===== src/rtl/uart_tx.sv =====
// UART transmitter: 8 data bits LSB first, optional parity, one or two stop bits.
// Every output is a flop, so each output change shows up one cycle after the edge that causes it.
module uart_tx #(
    parameter int unsigned CLKS_PER_BIT = 87,
    parameter int unsigned PARITY_EN    = 0,
    parameter int unsigned PARITY_ODD   = 0,
    parameter int unsigned STOP_BITS    = 1
) (
    input  logic       i_Clock,
    input  logic       i_Reset_n,
    input  logic       i_Tx_DV,
    input  logic [7:0] i_Tx_Byte,
    output logic       o_Tx_Serial,
    output logic       o_Tx_Active,
    output logic       o_Tx_Done,
    output logic       o_Tx_Ready
);

    localparam int unsigned CNT_W = (CLKS_PER_BIT > 1) ? $clog2(CLKS_PER_BIT) : 1;

    typedef enum logic [2:0] {
        StIdle,
        StStart,
        StData,
        StParity,
        StStop
    } state_e;

    state_e             r_state;
    logic [CNT_W-1:0]   r_clk_cnt;
    logic [2:0]         r_bit_idx;
    logic               r_stop_idx;
    logic [7:0]         r_byte;
    logic               r_serial;
    logic               r_active;
    logic               r_done;
    logic               r_ready;

    state_e             w_state_nxt;
    logic [CNT_W-1:0]   w_clk_cnt_nxt;
    logic [2:0]         w_bit_idx_nxt;
    logic               w_stop_idx_nxt;
    logic [7:0]         w_byte_nxt;
    logic               w_serial_nxt;
    logic               w_active_nxt;
    logic               w_done_nxt;
    logic               w_ready_nxt;
    logic               w_bit_end;

    assign w_bit_end = (r_clk_cnt == CNT_W'(CLKS_PER_BIT - 1));

    always_ff @(posedge i_Clock) begin
        if (!i_Reset_n) begin
            r_state    <= StIdle;
            r_clk_cnt  <= '0;
            r_bit_idx  <= '0;
            r_stop_idx <= 1'b0;
            r_byte     <= '0;
            r_serial   <= 1'b1;
            r_active   <= 1'b0;
            r_done     <= 1'b0;
            r_ready    <= 1'b1;
        end else begin
            r_state    <= w_state_nxt;
            r_clk_cnt  <= w_clk_cnt_nxt;
            r_bit_idx  <= w_bit_idx_nxt;
            r_stop_idx <= w_stop_idx_nxt;
            r_byte     <= w_byte_nxt;
            r_serial   <= w_serial_nxt;
            r_active   <= w_active_nxt;
            r_done     <= w_done_nxt;
            r_ready    <= w_ready_nxt;
        end
    end

    always_comb begin
        w_state_nxt    = r_state;
        w_clk_cnt_nxt  = r_clk_cnt + CNT_W'(1);
        w_bit_idx_nxt  = r_bit_idx;
        w_stop_idx_nxt = r_stop_idx;
        w_byte_nxt     = r_byte;
        unique case (r_state)
            StIdle: begin
                w_clk_cnt_nxt  = '0;
                w_bit_idx_nxt  = '0;
                w_stop_idx_nxt = 1'b0;
                if (i_Tx_DV) begin
                    w_state_nxt = StStart;
                    w_byte_nxt  = i_Tx_Byte;
                end
            end
            StStart: begin
                if (w_bit_end) begin
                    w_clk_cnt_nxt = '0;
                    w_state_nxt   = StData;
                end
            end
            StData: begin
                if (w_bit_end) begin
                    w_clk_cnt_nxt = '0;
                    if (r_bit_idx == 3'd7) begin
                        w_bit_idx_nxt = '0;
                        w_state_nxt   = (PARITY_EN != 0) ? StParity : StStop;
                    end else begin
                        w_bit_idx_nxt = r_bit_idx + 3'd1;
                    end
                end
            end
            StParity: begin
                if (w_bit_end) begin
                    w_clk_cnt_nxt = '0;
                    w_state_nxt   = StStop;
                end
            end
            StStop: begin
                if (w_bit_end) begin
                    w_clk_cnt_nxt = '0;
                    if (r_stop_idx == 1'(STOP_BITS - 1)) begin
                        w_stop_idx_nxt = 1'b0;
                        w_state_nxt    = StIdle;
                    end else begin
                        w_stop_idx_nxt = 1'b1;
                    end
                end
            end
            default: begin
                w_clk_cnt_nxt = '0;
                w_state_nxt   = StIdle;
            end
        endcase
    end

    // Outputs are decoded from the next state so the registered copies line up with it.
    always_comb begin
        w_serial_nxt = 1'b1;
        w_active_nxt = 1'b1;
        w_ready_nxt  = 1'b0;
        w_done_nxt   = 1'b0;
        unique case (w_state_nxt)
            StIdle: begin
                w_active_nxt = 1'b0;
                w_ready_nxt  = 1'b1;
                w_done_nxt   = (r_state == StStop);
            end
            StStart:  w_serial_nxt = 1'b0;
            StData:   w_serial_nxt = w_byte_nxt[w_bit_idx_nxt];
            StParity: w_serial_nxt = (^r_byte) ^ (PARITY_ODD != 0);
            StStop:   w_serial_nxt = 1'b1;
            default: begin
                w_active_nxt = 1'b0;
                w_ready_nxt  = 1'b1;
            end
        endcase
    end

    assign o_Tx_Serial = r_serial;
    assign o_Tx_Active = r_active;
    assign o_Tx_Done   = r_done;
    assign o_Tx_Ready  = r_ready;

endmodule


===== config.mk =====
export PLATFORM = sky130hd
export DESIGN_NAME = uart_tx
export DESIGN_NICKNAME = d
export VERILOG_FILES = /design/src/rtl/uart_tx.sv
export SDC_FILE = /design/constraint.sdc
export NUM_CORES = 1
export LEC_CHECK = 0
export CAP_MARGIN = 40
export CORE_MARGIN = 1.5
export CORE_UTILIZATION = 45
export DETAILED_ROUTE_END_ITERATION = 12
export DONT_BUFFER_PORTS = 1
export GPL_ROUTABILITY_DRIVEN = 0
export HOLD_SLACK_MARGIN = 0.02
export PLACE_DENSITY_LB_ADDON = 0.2
export SYNTH_ARGS = -nofsm -noshare
export SYNTH_HDL_FRONTEND = slang
export SYNTH_SLANG_ARGS = --single-unit
export TNS_END_PERCENT = 20

===== constraint.sdc =====
create_clock -name i_Clock -period 1.9 [get_ports i_Clock]
set_clock_uncertainty 0.1 [all_clocks]
set_input_delay 0.38 -clock i_Clock [delete_from_list [all_inputs] [get_ports i_Clock]]
set_output_delay 0.38 -clock i_Clock [all_outputs]
set_load 0.05 [all_outputs]

==> results of run 1 <==
-- per-layer routing --
layer | vias to the layer above | wire length (microns)
met5 | - | 0
met4 | 0 | 17
met3 | 2 | 99
met2 | 12 | 1290
met1 | 469 | 1240
li1 | 493 | -
-- flip-flops by register name (all words and copies together), names as in the netlist --
name	flops
r_bit_idx	3
r_state	3
o_Tx_Done	1
o_Tx_Serial	1
o_Tx_Ready	1
r_clk_cnt	7
o_Tx_Active	1
r_stop_idx	1
r_byte	8
-- repair_timing --
action                                 4_1_cts  5_1_grt
setup endpoints to repair                    3        4
endpoints found under the hold margin        0        0
resized for setup                            5        1
buffers inserted                             1        0
pin swaps                                    4        0
-- final cells by class --
type / count / share of cell area, %
multi-input cells: 99 / 54.0
flip-flops and latches: 26 / 33.8
repair buffers: 14 / 7.57
well taps: 31 / 2.50
clock buffers: 3 / 1.45
inverters: 3 / 0.725
-- cells by family after synthesis --
group / Yosys count / synth area share (%)
compound gates: 17 / 12.6
flops: 26 / 39.1
mux: 12 / 9.01
buf+inv: 6 / 1.97
xor+xnor: 13 / 8.54
fa+ha+maj: 4 / 3.76
simple gates: 53 / 25.1
-- final timing paths --
check | startpoint | end | slack [ns] | cells past startpoint
worst max-delay path | r_bit_idx[0]$_SDFF_PN0_ | o_Tx_Serial$_SDFF_PN1_ | -0.11 | 7
worst max register to register | r_bit_idx[0]$_SDFF_PN0_ | o_Tx_Serial$_SDFF_PN1_ | -0.11 | 7
worst min-delay path | i_Reset_n | o_Tx_Ready$_SDFF_PN1_ | 0.06 | 1
worst min register to register | r_stop_idx$_SDFFE_PN0P_ | r_stop_idx$_SDFFE_PN0P_ | 0.37 | 2
-- layout by cell type, fill, tap and decap left out, drive strengths merged --
master	netlist	routed
and4b	1	1
xor2	3	3
dfxtp	26	26
a31oi	3	3
inv	3	3
nor4	3	3
nand2b	2	2
o31ai	3	3
nor2	12	12
or2	1	1
mux2i	12	12
ha	4	4
nand4b	2	2
a22oi	1	1
nand2	7	7
o311ai	3	3
a221o	1	1
and2	5	5
clkbuf	2	3
nor2b	10	10
a221oi	1	1
or3	1	1
and3	2	2
buf	1	14
o211ai	1	1
and2b	2	2
nand3	3	3
a31o	1	1
a21oi	2	2
nand3b	2	2
xnor2	10	10
a211oi	1	1
-- per-stage QoR --
| step | setup TNS, ns | worst slack [ns] | cells |
|---|---|---|---|
| after CTS | -0.114 | -0.114 | 176 |
| after global routing | -0.326 | -0.208 | 176 |
| after detailed placement | -0.144 | -0.106 | 172 |
| final | -0.108 | -0.108 | 176 |
| after floorplan | -0.00893 | -0.00893 | 131 |
| after global placement | -0.0469 | -0.0325 | 172 |
-- where the power goes --
group          internal, mW  leakage [nW]  switching, mW
Sequential            0.565         0.214         0.0302
Clock                0.0740        0.0138          0.147
Combinational        0.0677         0.407         0.0630
==> run_results.csv, run 1 <==
group,metric,value,unit
status,status,"finished with violations",
status,violations,"negative setup slack",
clock_network,clkTransAtPathRegs,0.12,ns
clock_network,cts_tree,"yes",
global_routing,top_usage_layer,"met2",
drt,via_count,976,
finish,fill_cells,254,
sta,fin_crit,2.01,ns
global_routing,antenna_found_initial,0,
die,io_pins,15,
clock_network,holdBufCountCts,0,
global_routing,gr-usage-met2,29.1,%
setup_path,cpLargestDelayFamily,"compound AO/OA/AOI/OAI gates",
drt,via_per_inst,5.55,
global_routing,grt-ovfl-total,0,
finish,area_growth,16.5,%
pwr,max-vdd-ir-drop,0.502,mV
sta,setup_slack,-0.108,ns
drt,drtPass1Iterations,4,
sta,finalSetupViolCount,1,
synth,synth-edff-count,0,
die,fp.dieW,57.4,microns
placed_design,placed_area,1490,sq um
setup_path,crit_arrival,2.15,ns
setup_path,cp-start-kind,"register",
setup_path,end_kind,"register",
sta,rsz0062_at_grt,"true",
drt,drc,0,
clock_network,htreeDepth,1,
clock_network,clk_latency,0.31,ns
synth,synth_fp_nets,146,
synth,synth_area_leaders,"dfxtp_1, mux2i_1, xnor2_1",
sta,fmax,498,MHz
synth,synth_common_cells,"dfxtp_1, mux2i_1, nor2_1",
global_routing,grt_pass1_vias,1020,
synth,syn_area,1330,sq um
sta,tightest_slew,0.495,ns
finish,utilization,55.8,%
placed_design,dp_hpwl,2.05,mm
clock_network,cts_buffers,3,
sta,finalHoldViolCount,0,
setup_path,criticalPathCategory,"register to register",
finish,multiInputGateArea,838,sq um
synth,synthDistinctLibCells,35,
global_routing,met3_usage,3.17,%
synth,synth_top_area_share,39.1,%
setup_path,crit_path_top_delay_cell,"or3_4",
global_routing,grt_pass1_wl,4.66,mm
die,die_h,57.4,microns
die,dieArea,3300,sq um
global_routing,grt_max_degree,17,
die,initial_utilization,47.9,%
setup_path,cp_data_required_time,2.04,ns
synth,ys.warnings.count,0,
sta,whs,0.0620,ns
worst_hold_path,hold_class,"input port to register",
synth,synth.most_common_cell,"dfxtp_1",
clock_network,cts_num_sinks,26,
setup_path,path_buf_inv,0,
setup_path,max_stage_delay,0.39,ns
die,rows,19,
finish,finalInstanceArea,1550,sq um
synth,avgSynthCellArea,10.2,sq um
setup_path,worst-path-max-fanout,5,
run,max_cap_viol_count,0,
pwr,total_leakage_power,0.634,nW
setup_path,cp_common_cell,"ha_4",
synth,ys.flop_type,"dfxtp_1",
setup_path,path_cells,"ha_4 -> ha_4 -> or3_4 -> o311ai_4 -> nor2b_1 -> a22oi_1 -> a31oi_1",
global_routing,grt_usage,18.1,%
synth,ys_ff_latch,26,
synth,synth_top_area_cell,"dfxtp_1",
sta,slew_headroom,67.0,%
finish,antennaDiodeCount,0,
die,core,2780,sq um
finish,nNetsFinal,162,
drt,drt-initial-drc-count,27,
pwr,power,0.947,mW
global_routing,grtUsageMet1,24.1,%
finish,register_area,524,sq um
finish,drive_above_1_share,24.8,%
sta,fin_crit_sh,106,%
placed_design,portBuffers,0,
clock_network,root_buffer,"clkbuf_4",
drt,routed_wl,2.65,mm
synth,synthCells,131,
clock_network,cts_buffer_depth,2,
drt,wl_per_cell,15.1,microns
synth,ys_seq_area_share,39.1,%
drt,antenna_left,0,
synth,async_flop_share,0,%
sta,maxSlewViolCount,0,
pwr,power_density,610,nW/um^2
Power figures use the tool's default switching activity.
==> run 2: changes to the inputs <==
- GPL_ROUTABILITY_DRIVEN: 0 -> not set
- REMOVE_ABC_BUFFERS: not set -> 1
==> run_results.csv, run 2 (same netlist as run 1, synthesis figures left out) <==
group,metric,value,unit
setup_path,crit_arrival,2.23,ns
drt,via_per_inst,5.53,
drt,drtPass1Iterations,4,
global_routing,antenna_found_initial,0,
pwr,max-vdd-ir-drop,0.641,mV
clock_network,clk_latency,0.33,ns
setup_path,cp_common_cell,"ha_2",
run,max_cap_viol_count,0,
pwr,total_leakage_power,0.648,nW
drt,wl_per_cell,13.9,microns
setup_path,cp_data_required_time,2.04,ns
finish,area_growth,16.4,%
setup_path,crit_path_top_delay_cell,"or3_4",
die,dieArea,3300,sq um
drt,antenna_left,0,
sta,maxSlewViolCount,0,
sta,whs,0.0573,ns
clock_network,htreeDepth,1,
die,io_pins,15,
global_routing,grt_pass1_wl,4.40,mm
sta,fin_crit,2.10,ns
clock_network,holdBufCountCts,0,
finish,mostFrequentLayoutCell,"dfxtp_1",
placed_design,dp_slack,-0.223,ns
drt,routed_wl,2.51,mm
finish,final_cells,181,
setup_path,criticalPathCategory,"register to register",
sta,finalHoldViolCount,0,
die,rows,19,
global_routing,grt_usage,17.0,%
finish,nNetsFinal,166,
setup_path,worst-path-max-fanout,5,
setup_path,path_cells,"ha_2 -> ha_2 -> or3_4 -> nor4_4 -> a221oi_4 -> mux2i_1 -> a22oi_1 -> a31oi_1",
clock_network,cts_num_sinks,26,
drt,drt-initial-drc-count,35,
finish,fill_cells,255,
sta,setup_slack,-0.195,ns
finish,largest_register,"r_byte",
die,initial_utilization,47.9,%
finish,utilization,55.8,%
placed_design,portBuffers,0,
die,fp.dieW,57.4,microns
global_routing,grt_max_degree,17,
placed_design,dp_cells,177,
placed_design,place_congestion,0.780,
sta,tightest_slew,0.491,ns
pwr,power_density,712,nW/um^2
finish,antennaDiodeCount,0,
finish,drive_above_1_share,24.7,%
sta,rsz0062_at_grt,"true",
clock_network,root_buffer,"clkbuf_4",
drt,via_count,1001,
clock_network,cts_buffer_depth,2,
sta,fmax,477,MHz
sta,fin_crit_sh,110,%
pwr,power,1.10,mW
placed_design,dp_hpwl,1.96,mm
die,die_h,57.4,microns
setup_path,max_stage_delay,0.36,ns
worst_hold_path,hold_class,"input port to register",
clock_network,cts_tree,"yes",
die,core,2780,sq um
setup_path,cp-start-kind,"register",
finish,biggestRegsByFlops,"r_byte x8, r_clk_cnt x7",
global_routing,grt_pass1_vias,1022,
setup_path,end_kind,"register",
finish,final_cell_mix,"dfxtp_1, buf_4, nor2_1, mux2i_1",
finish,largest_reg_flops,8,
global_routing,grt-ovfl-total,0,
sta,slew_headroom,67.3,%
clock_network,clkTransAtPathRegs,0.15,ns
status,status,"finished with violations",
status,violations,"negative setup slack",
clock_network,cts_buffers,3,
drt,drc,0,
sta,finalSetupViolCount,1,
==> run 2: worst paths after layout <==
path | startpoint | to | slack [ns] | cells after the start
setup reg to reg | r_bit_idx[0]$_SDFF_PN0_ | o_Tx_Serial$_SDFF_PN1_ | -0.20 | 8
hold reg to reg | r_stop_idx$_SDFFE_PN0P_ | r_stop_idx$_SDFFE_PN0P_ | 0.36 | 2
setup / recovery | r_bit_idx[0]$_SDFF_PN0_ | o_Tx_Serial$_SDFF_PN1_ | -0.20 | 8
hold / removal | i_Reset_n | o_Tx_Ready$_SDFF_PN1_ | 0.06 | 1
==> run 2: where the power goes <==
part           switching [mW]  leakage, nW  internal, mW
registers              0.0299        0.213         0.565
logic                  0.0627        0.407        0.0650
clock network           0.168       0.0279         0.213
==> run 2: final cells by class <==
cell class / count / area, sq um / share of cell area (%)
clock inverter: 1 / 30.0 / 1.94
multi-input combinational: 99 / 791 / 51.0
sequential: 26 / 523 / 33.7
inverter: 3 / 11.3 / 0.726
tap: 31 / 38.8 / 2.50
timing repair buffer: 18 / 135 / 8.71
clock buffer: 3 / 22.5 / 1.45
==> run 2: metrics by stage <==
stage / area (sq um) / setup TNS, ns
6_report: 1550 / -0.195
5_1_grt: 1550 / -0.418
4_1_cts: 1540 / -0.247
3_5_place_dp: 1490 / -0.223
3_3_place_gp: 1490 / -0.101
2_1_floorplan: 1320 / -0.0974
==> run 2: worst max-delay path, delay by kind of cell (launching register included) <==
kind / cells / cell delay, ns
adder cells (fa/ha/maj): 2 / 0.35
flip-flops: 1 / 0.35
AND/OR/NAND/NOR: 2 / 0.66
AO/OA/AOI/OAI: 3 / 0.40
multiplexers: 1 / 0.15
==> run 2: per-layer routing <==
layer | track usage, % | vias up | part of all wire (%)
li1 | - | 498 | -
met3 | 5.44 | 2 | 4.1
met2 | 28.7 | 25 | 49
met1 | 21.2 | 476 | 46
met5 | 0 | - | 0
met4 | 3.65 | 0 | 0.44
==> run 2: repair_timing <==
action | in CTS | in global routing
pin swaps | 0 | 0
setup endpoints to repair | 1 | 4
resized for setup | 0 | 4
buffers inserted | 0 | 0
